--- src/rtl/bp_be_instr_encoder.sv ---
`default_nettype none
// ============================================================================
// Module   : bp_be_instr_encoder
// Purpose  : Packs abstract RV64 instruction descriptors (R, R4, I, S, B, U,
//            J) into 32-bit instruction words, range-checks the immediate,
//            and queues the results in an elastic valid/ready output FIFO.
//            Counts every instruction the consumer takes.
// Revision : 1.0 - initial release
// ============================================================================
module bp_be_instr_encoder #(
    parameter int els_p         = 2,
    parameter int count_width_p = 32
) (
    input  logic                     clk_i,
    input  logic                     reset_n_i,
    input  logic                     v_i,
    output logic                     ready_o,
    input  logic [2:0]               fmt_i,
    input  logic [6:0]               opcode_i,
    input  logic [2:0]               funct3_i,
    input  logic [6:0]               funct7_i,
    input  logic [4:0]               rd_i,
    input  logic [4:0]               rs1_i,
    input  logic [4:0]               rs2_i,
    input  logic [4:0]               rs3_i,
    input  logic [63:0]              imm_i,
    output logic                     v_o,
    output logic [31:0]              instr_o,
    output logic                     err_o,
    input  logic                     yumi_i,
    output logic [count_width_p-1:0] count_o
);

    // Pointer is at least one bit wide so a single-entry FIFO still elaborates.
    localparam int c_ptr_w = (els_p > 1) ? $clog2(els_p) : 1;
    localparam int c_occ_w = $clog2(els_p + 1);

    localparam logic [c_occ_w-1:0]       c_els       = c_occ_w'(els_p);
    localparam logic [c_occ_w-1:0]       c_occ_one   = c_occ_w'(1);
    localparam logic [c_ptr_w-1:0]       c_last_ptr  = c_ptr_w'(els_p - 1);
    localparam logic [c_ptr_w-1:0]       c_ptr_one   = c_ptr_w'(1);
    localparam logic [count_width_p-1:0] c_cnt_one   = count_width_p'(1);

    localparam logic [2:0] c_fmt_r  = 3'd0;
    localparam logic [2:0] c_fmt_i  = 3'd1;
    localparam logic [2:0] c_fmt_s  = 3'd2;
    localparam logic [2:0] c_fmt_b  = 3'd3;
    localparam logic [2:0] c_fmt_u  = 3'd4;
    localparam logic [2:0] c_fmt_j  = 3'd5;
    localparam logic [2:0] c_fmt_r4 = 3'd6;

    // Legal immediate ranges, as signed 64-bit byte offsets.
    localparam logic signed [63:0] c_is_min = -64'sd2048;
    localparam logic signed [63:0] c_is_max =  64'sd2047;
    localparam logic signed [63:0] c_b_min  = -64'sd4096;
    localparam logic signed [63:0] c_b_max  =  64'sd4094;
    localparam logic signed [63:0] c_j_min  = -64'sd1048576;
    localparam logic signed [63:0] c_j_max  =  64'sd1048574;
    localparam logic signed [63:0] c_u_min  = -64'sd2147483648;
    localparam logic signed [63:0] c_u_max  =  64'sd2147479552;

    logic signed [63:0] w_imm;
    logic [31:0]        w_instr;
    logic               w_err;
    logic               w_push;
    logic               w_pop;
    logic               w_v;
    logic [32:0]        w_head;

    logic [c_occ_w-1:0]       occ_q, occ_d;
    logic [c_ptr_w-1:0]       wr_ptr_q, wr_ptr_d;
    logic [c_ptr_w-1:0]       rd_ptr_q, rd_ptr_d;
    logic                     ready_q, ready_d;
    logic [count_width_p-1:0] count_q, count_d;
    logic [32:0]              mem_q [els_p];
    logic [32:0]              mem_d [els_p];

    assign w_imm = $signed(imm_i);

    // Encode the incoming descriptor and flag immediates that do not fit.
    always_comb begin
        w_instr = 32'h0;
        w_err   = 1'b0;
        case (fmt_i)
            c_fmt_r: begin
                w_instr = {funct7_i, rs2_i, rs1_i, funct3_i, rd_i, opcode_i};
            end
            c_fmt_r4: begin
                w_instr = {rs3_i, funct7_i[1:0], rs2_i, rs1_i, funct3_i, rd_i, opcode_i};
            end
            c_fmt_i: begin
                w_instr = {imm_i[11:0], rs1_i, funct3_i, rd_i, opcode_i};
                w_err   = (w_imm < c_is_min) || (w_imm > c_is_max);
            end
            c_fmt_s: begin
                w_instr = {imm_i[11:5], rs2_i, rs1_i, funct3_i, imm_i[4:0], opcode_i};
                w_err   = (w_imm < c_is_min) || (w_imm > c_is_max);
            end
            c_fmt_b: begin
                w_instr = {imm_i[12], imm_i[10:5], rs2_i, rs1_i, funct3_i,
                           imm_i[4:1], imm_i[11], opcode_i};
                w_err   = (w_imm < c_b_min) || (w_imm > c_b_max) || imm_i[0];
            end
            c_fmt_u: begin
                w_instr = {imm_i[31:12], rd_i, opcode_i};
                w_err   = (w_imm < c_u_min) || (w_imm > c_u_max) || (imm_i[11:0] != 12'h0);
            end
            c_fmt_j: begin
                w_instr = {imm_i[20], imm_i[10:1], imm_i[11], imm_i[19:12], rd_i, opcode_i};
                w_err   = (w_imm < c_j_min) || (w_imm > c_j_max) || imm_i[0];
            end
            default: begin
                w_err = 1'b1;
            end
        endcase
        // A failed entry carries the all-zero canonical illegal instruction.
        if (w_err) begin
            w_instr = 32'h0;
        end
    end

    assign w_v    = (occ_q != '0);
    assign w_push = v_i & ready_q;
    // A yumi on an empty FIFO is ignored so state cannot be corrupted.
    assign w_pop  = yumi_i & w_v;
    assign w_head = mem_q[rd_ptr_q];

    // Next-state for occupancy, pointers, registered ready and pop counter.
    always_comb begin
        occ_d    = occ_q;
        wr_ptr_d = wr_ptr_q;
        rd_ptr_d = rd_ptr_q;
        count_d  = count_q;
        if (w_push && !w_pop) begin
            occ_d = occ_q + c_occ_one;
        end else if (!w_push && w_pop) begin
            occ_d = occ_q - c_occ_one;
        end
        if (w_push) begin
            wr_ptr_d = (wr_ptr_q == c_last_ptr) ? '0 : wr_ptr_q + c_ptr_one;
        end
        if (w_pop) begin
            rd_ptr_d = (rd_ptr_q == c_last_ptr) ? '0 : rd_ptr_q + c_ptr_one;
            count_d  = count_q + c_cnt_one;
        end
        // Ready follows next-cycle occupancy only, never v_i combinationally.
        ready_d = (occ_d < c_els);
    end

    // Write the encoded entry into the slot at the write pointer.
    always_comb begin
        mem_d = mem_q;
        if (w_push) begin
            mem_d[wr_ptr_q] = {w_err, w_instr};
        end
    end

    // Control state; asynchronous reset drops every queued entry at once.
    always_ff @(posedge clk_i or negedge reset_n_i) begin
        if (!reset_n_i) begin
            occ_q    <= '0;
            wr_ptr_q <= '0;
            rd_ptr_q <= '0;
            ready_q  <= 1'b0;
            count_q  <= '0;
        end else begin
            occ_q    <= occ_d;
            wr_ptr_q <= wr_ptr_d;
            rd_ptr_q <= rd_ptr_d;
            ready_q  <= ready_d;
            count_q  <= count_d;
        end
    end

    // Entry storage; contents are don't-care while the occupancy says empty.
    always_ff @(posedge clk_i) begin
        mem_q <= mem_d;
    end

    assign ready_o = ready_q;
    assign v_o     = w_v;
    assign instr_o = w_v ? w_head[31:0] : 32'h0;
    assign err_o   = w_v & w_head[32];
    assign count_o = count_q;

    a_yumi_only_when_valid : assert property (
        @(posedge clk_i) disable iff (!reset_n_i) yumi_i |-> w_v
    );

endmodule
`default_nettype wire

--- config.mk ---
export PLATFORM = sky130hd
export DESIGN_NAME = bp_be_instr_encoder
export DESIGN_NICKNAME = d
export VERILOG_FILES = /design/src/rtl/bp_be_instr_encoder.sv
export SDC_FILE = /design/constraint.sdc
export NUM_CORES = 1
export LEC_CHECK = 0
export ABC_AREA = 1
export CORE_ASPECT_RATIO = 1.25
export CORE_MARGIN = 2
export CORE_UTILIZATION = 47
export DETAILED_ROUTE_END_ITERATION = 7
export GPL_TIMING_DRIVEN = 1
export PLACE_DENSITY = 0.85
export SLEW_MARGIN = 0
export SYNTH_ARGS = -nofsm -noshare
export SYNTH_HDL_FRONTEND = slang
export SYNTH_SLANG_ARGS = --single-unit
--- constraint.sdc ---
create_clock -name clk_i -period 2.5 [get_ports clk_i]
set_input_delay 0.5 -clock clk_i [delete_from_list [all_inputs] [get_ports clk_i]]
set_output_delay 0.5 -clock clk_i [all_outputs]
set_load 0.01 [all_outputs]
== Word-level counts from Yosys, hierarchy flattened ==
Index checks and enable logic that the tools add are counted.
Storage, ports and cells
  bits in registers: 103
  input port bits: 108
  output and inout bits: 67
  word-level logic and storage cells: 66
Operators by class
  add/subtract/negate cells: 5
  order comparisons: 12
  eq/ne operators: 6
  muxes and demuxes: 14
  bitwise gates (word level): 5
  reduce and logical (&&, ||, !) cells: 17
Operator list (count)
  one-hot mux 32 bit (7 select lines): 1
  2-to-1 mux 33 bit: 4
  bitwise mux 66 bit: 1
  > comparator 64 x 12 -> 1 bit, second input constant: 1
  > comparator 64 x 13 -> 1 bit, second input constant: 1
  > comparator 64 x 21 -> 1 bit, second input constant: 1
  > comparator 64 x 32 -> 1 bit, second input constant: 1
  less-than comparator 64 x 12 -> 1 bit, second input constant: 1
  less-than comparator 64 x 13 -> 1 bit, second input constant: 1
  less-than comparator 64 x 21 -> 1 bit, second input constant: 1
  less-than comparator 64 x 32 -> 1 bit, second input constant: 1
  2-to-1 mux 32 bit: 2
  demux 33 bit (select 1 bit): 1
  adder 32 x 1 -> 32 bit, second input constant: 1
  nonzero test 12 bit: 1
  equality test 3 bit, second input constant: 3
  logical OR 1 bit: 7
  equality test 3 x 2 -> 1 bit, second input constant: 2
  one-hot mux 1 bit (5 select lines): 1
  greater-or-equal comparator 2 bit, second input constant: 2
  2-to-1 mux 2 bit: 2
  NOT 1 -> 2 bit: 2
  OR reduction 2 bit: 2
  AND 1 bit: 3
  11 further kinds: 16

== Logic depth before layout (Yosys ltp) ==
  depth in word-level cells: 6
  mapped depth: 14
  depth with buffers taken out: 13

== Worst setup path before layout ==
OpenSTA, ideal clock, no wires.
  path kind: input to register
  start point: in v_i
  end point: reg mem_q[0] (netlist bit), enable pin
  library setup time: 0.423 ns
  data arrival time: 2.028 ns
  required time: 2.077 ns
  slack: 0.049 ns
  stages: 2
  buffers on the path: 0
  cells stage by stage: nand2_1 nor2_1
On the way
  cells in the longest elaborated chain, start to end: 1
RTL lines
  start: declaration: line 16  | input logic v_i,
  AND 1 bit: line 123  | assign w_push = v_i & ready_q;
  end signal: assignment: line 177  | mem_q <= mem_d;
  end: declaration: line 75  | logic [32:0] mem_q [els_p];
Every way passes these cells.
A chain may end at the register's enable or synchronous reset.

== Final worst setup path ==
  start point: reg occ_q[0]
  end point: out instr_o[4]
On the way
  cells in the longest elaborated chain, start to end: 2
RTL lines
  start: declaration: line 70  | logic [c_occ_w-1:0] occ_q, occ_d;
  start signal: assignment: line 161  | occ_q <= '0;
  start signal: assignment: line 167  | occ_q <= occ_d;
  nonzero test 2 bit: line 122  | assign w_v = (occ_q != '0);
  2-to-1 mux 32 bit: line 182  | assign instr_o = w_v ? w_head[31:0] : 32'h0;
  end: declaration: line 28  | output logic [31:0] instr_o,
Every way passes these cells.

==> summary.md <==
| Metric | Value |
|---|---|
| Worst setup EP type | output port |
| Final Net Count | 980 |
| RSZ-0062 raised after global routing | false |
| GP Congestion | 0.9626 |
| Number of antenna violations at the first check in global routing | 0 |
| Worst skew pair latency | 350 ps |
| Number of unique standard cell types used by synthesis | 32 |
| First-pass GRT wire length | 25,290 µm |
| Syn nets | 770 |
| Wirelength per Cell | 15.20 µm |
| Number of iterations in the first detailed-routing pass | 5 |
| Worst-case reg-to-reg path depth | 11 |
| Number of max-slew violations in the final report | 0 |
| Global-route total usage across every layer | 25.43% |
| Smallest setup slack after layout | 103.0 ps |
| Final WL | 15,720 µm |
| Synthesized area per cell | 8.494 µm² |
| Crit. Startpoint | occ_q[0] |
| Worst reg2reg setup slack | 310 ps |
| Placeable core region | 0.01162 mm² |
| Number of H-tree levels | 3 |
| CTS root buf | sky130_fd_sc_hd__clkbuf_16 |
| Finished Layout Cells | 1,034 |
| DRC violation count after routing | 0 |
| Commonest cells after routing, fill and taps aside | sky130_fd_sc_hd__nor2_1 (160), sky130_fd_sc_hd__clkdlybuf4s50_1 (142), sky130_fd_sc_hd__nand2_1 (116), sky130_fd_sc_hd__edfxtp_1 (66), sky130_fd_sc_hd__inv_1 (54) |
| Grt met2 use | 44.89% |
| Post-route clock period utilization | 95.88% |
| Setup CP Type | register to output port |
| Number of ports placed on the die boundary | 175 |
| Peak fanout along the critical path | 11 |
| CP Data Arrival Time | 1900 ps |
| Destination of the critical timing path | instr_o[4] |
| Seq/Total Area, Yosys | 52.03% |
| Static leakage | 3.520 nW |
| Worst slew margin relative to its limit | 61.74% |
| Cell area power density | 739.6 mW/mm² |
| Overflow after GRT | 0 |
| Total die area | 0.01279 mm² |
| Hold-fix buffers, CTS | 0 |
| Worst reg2reg path startpoint | occ_q[0] |
| Buffer levels on the longest clock path | 2 |
| GRT met1 Usage | 27.50% |
| Via count of the first global-routing pass | 5,489 |
| M3 GR Usage | 4.218% |
| Min-Delay Path Class | register to register |
| Post-synthesis instance area | 0.005589 mm² |
| Clk pin slew, worst setup/hold paths | 60 ps |
| Setup skew after layout | 6.196 ps |
| First DRT Iteration DRCs | 417 |
| CTS tree | done |
| Most used routing layer in global routing | met2 |
| Number of max-cap violations | 0 |
| Clock buffer count from CTS | 9 |
| Yosys reg bits | 103 |
| Number of placement rows | 44 |
| Clk sinks | 103 |
| CP Data Required Time | 2000 ps |
| Instance count along the most critical hold path | 1 |
| Avg Vias per Cell | 5.180 |
| Worst supply voltage drop on vdd | 412.4 µV |
| PortBufs | 174 |
| Number of antenna repair diodes | 0 |
| Final worst path period need | 2397 ps |
| Effective utilization at floorplan | 48.12% |
| Layout overhead on the synthesized area | 44.62% |
| Capture point of the worst reg-to-reg path | count_o[28] |
| Synth Instances | 658 |
| Minimum setup slack after placement | -100.5 ps |
| Final Hold Fails | 0 |
| Most frequent standard cell in the layout excluding fill and tap cells | sky130_fd_sc_hd__nor2_1 |
| Crit path launch type | register |
| Number of antenna-violating nets in the routed design | 0 |
| # setup viols final | 0 |
| Pin count of the biggest net entering global routing | 38 |
| Slew at the pin closest to its max-slew limit | 559.5 ps |
| Number of synthesis warnings | 0 |
| Result of the run | complete, no violations |
| Max Clock Freq | 417.2 MHz |
| DP HPWL | 12,410 µm |
| Placed cell count | 1,018 |
| Total via count after detailed routing | 5,356 |
| Share of final-layout standard cells stronger than drive strength 1 | 11.34% |
| Fill cell count | 904 |
| Die Y-Extent | 125.9 µm |
| Die span in x | 101.5 µm |
sequential cells by signal, summed over array words and instances, names as in the netlist:
| signal | count |
|---|---|
| occ_q | 2 |
| rd_ptr_q | 1 |
| ready_o | 1 |
| count_o | 32 |
| mem_q | 66 |
| wr_ptr_q | 1 |
synthesized netlist by cell type:
cell type | count | share of area (%)
sky130_fd_sc_hd__inv_1 | 54 | 3.6
sky130_fd_sc_hd__buf_2 | 2 | 0.18
sky130_fd_sc_hd__a311oi_1 | 1 | 0.16
sky130_fd_sc_hd__a21oi_1 | 1 | 0.089
sky130_fd_sc_hd__a2111oi_0 | 1 | 0.16
sky130_fd_sc_hd__nor4_1 | 3 | 0.34
sky130_fd_sc_hd__o22ai_1 | 1 | 0.11
sky130_fd_sc_hd__buf_6 | 3 | 0.60
sky130_fd_sc_hd__dfrtp_1 | 37 | 17
sky130_fd_sc_hd__nor3b_1 | 1 | 0.13
sky130_fd_sc_hd__nor2_2 | 35 | 3.9
sky130_fd_sc_hd__and3_1 | 1 | 0.11
sky130_fd_sc_hd__nand3_1 | 26 | 2.3
sky130_fd_sc_hd__clkbuf_1 | 9 | 0.60
sky130_fd_sc_hd__nand2_1 | 116 | 7.8
sky130_fd_sc_hd__edfxtp_1 | 66 | 35
sky130_fd_sc_hd__a22oi_1 | 8 | 1.1
sky130_fd_sc_hd__ha_1 | 4 | 0.90
sky130_fd_sc_hd__nor3_2 | 3 | 0.54
sky130_fd_sc_hd__o221ai_1 | 1 | 0.16
sky130_fd_sc_hd__xnor2_1 | 14 | 2.2
sky130_fd_sc_hd__nand2_4 | 1 | 0.20
sky130_fd_sc_hd__clkinv_1 | 1 | 0.067
sky130_fd_sc_hd__nand2_2 | 2 | 0.22
sky130_fd_sc_hd__nand4_1 | 12 | 1.3
sky130_fd_sc_hd__nor3_1 | 11 | 0.98
sky130_fd_sc_hd__a221oi_1 | 11 | 1.7
sky130_fd_sc_hd__xor2_1 | 19 | 3.0
sky130_fd_sc_hd__a21boi_1 | 1 | 0.13
sky130_fd_sc_hd__nor2_1 | 162 | 11
sky130_fd_sc_hd__inv_2 | 6 | 0.40
sky130_fd_sc_hd__o21ai_0 | 45 | 4.0
metal layers:
metal  wire length (µm)  share of wire [%]
met4                936                6.0
met1               5850                 37
met3                917                5.8
met2               8015                 51
met5                  0                  0
area by class of cell:
cell class | count | area [µm²] | area share (%)
Sequential cell | 103 | 2908 | 35.98
Multi-Input combinational cell | 480 | 2390 | 29.57
Timing Repair Buffer | 213 | 2098 | 25.96
Clock buffer | 10 | 229.0 | 2.833
Inverter | 61 | 229.0 | 2.833
Tap cell | 161 | 201.4 | 2.492
Clock inverter | 6 | 27.53 | 0.3406
how the worst min path moves through the flow:
stage           startpoint     endpoint  slack, ps
2_1_floorplan    reset_n_i   count_o[0]        200
3_3_place_gp   count_o[31]  count_o[31]        460
3_5_place_dp   count_o[31]  count_o[31]        460
4_1_cts        count_o[31]  count_o[31]        470
5_1_grt        count_o[31]  count_o[31]        490
6_report       count_o[31]  count_o[31]        460
kinds of logic (layout without fill, tap and decap cells):
logic type	count (synthesis)	in the layout	share of synthesized area, %
fa+ha+maj	4	4	0.8955
simple gates	373	373	28.79
compound gates	70	70	7.634
xor+xnor	33	33	5.171
buf+inv	75	290	5.484
flops	103	103	52.03
through the flow:
stage / power (W) / area, µm² / util [%] / setup TNS, ps / hold WS, ps
finish: 0.005978 / 8083 / 69.58 / 0 / 463.3
global route: 0.006335 / 8083 / 69.58 / 0 / 494.1
CTS: 0.006050 / 8034 / 69.16 / 0 / 468.6
detailed placement: 0.004919 / 7787 / 67.04 / -926.8 / 456.3
global placement: 0.004834 / 7787 / 67.04 / -372.9 / 455.3
floorplan: 0.003415 / 5589 / - / 0 / 204.4
what timing repair did:
| item | in CTS | in global routing |
|---|---|---|
| setup endpoints to repair | 23 | 19 |
| resized for setup | 16 | 19 |
| pin swaps | 1 | 0 |
| setup buffers | 0 | 0 |
power by group:
part | total, W | internal [W] | switching [W]
combinational | 0.00250 | 0.00114 | 0.00136
sequential | 0.00225 | 0.00212 | 0.000134
clock | 0.00123 | 0.000658 | 0.000570
total | 0.00598 | 0.00391 | 0.00207
critical path: stages, from the launching register on:
cell and delay [ps]:
sky130_fd_sc_hd__dfrtp_1 340, sky130_fd_sc_hd__inv_1 60, sky130_fd_sc_hd__ha_1 210, sky130_fd_sc_hd__inv_2 80, sky130_fd_sc_hd__buf_6 140, sky130_fd_sc_hd__o21ai_0 90
sky130_fd_sc_hd__nor2_1 100, sky130_fd_sc_hd__clkdlybuf4s50_1 540
No activity file was read; power rests on OpenSTA's default activity.
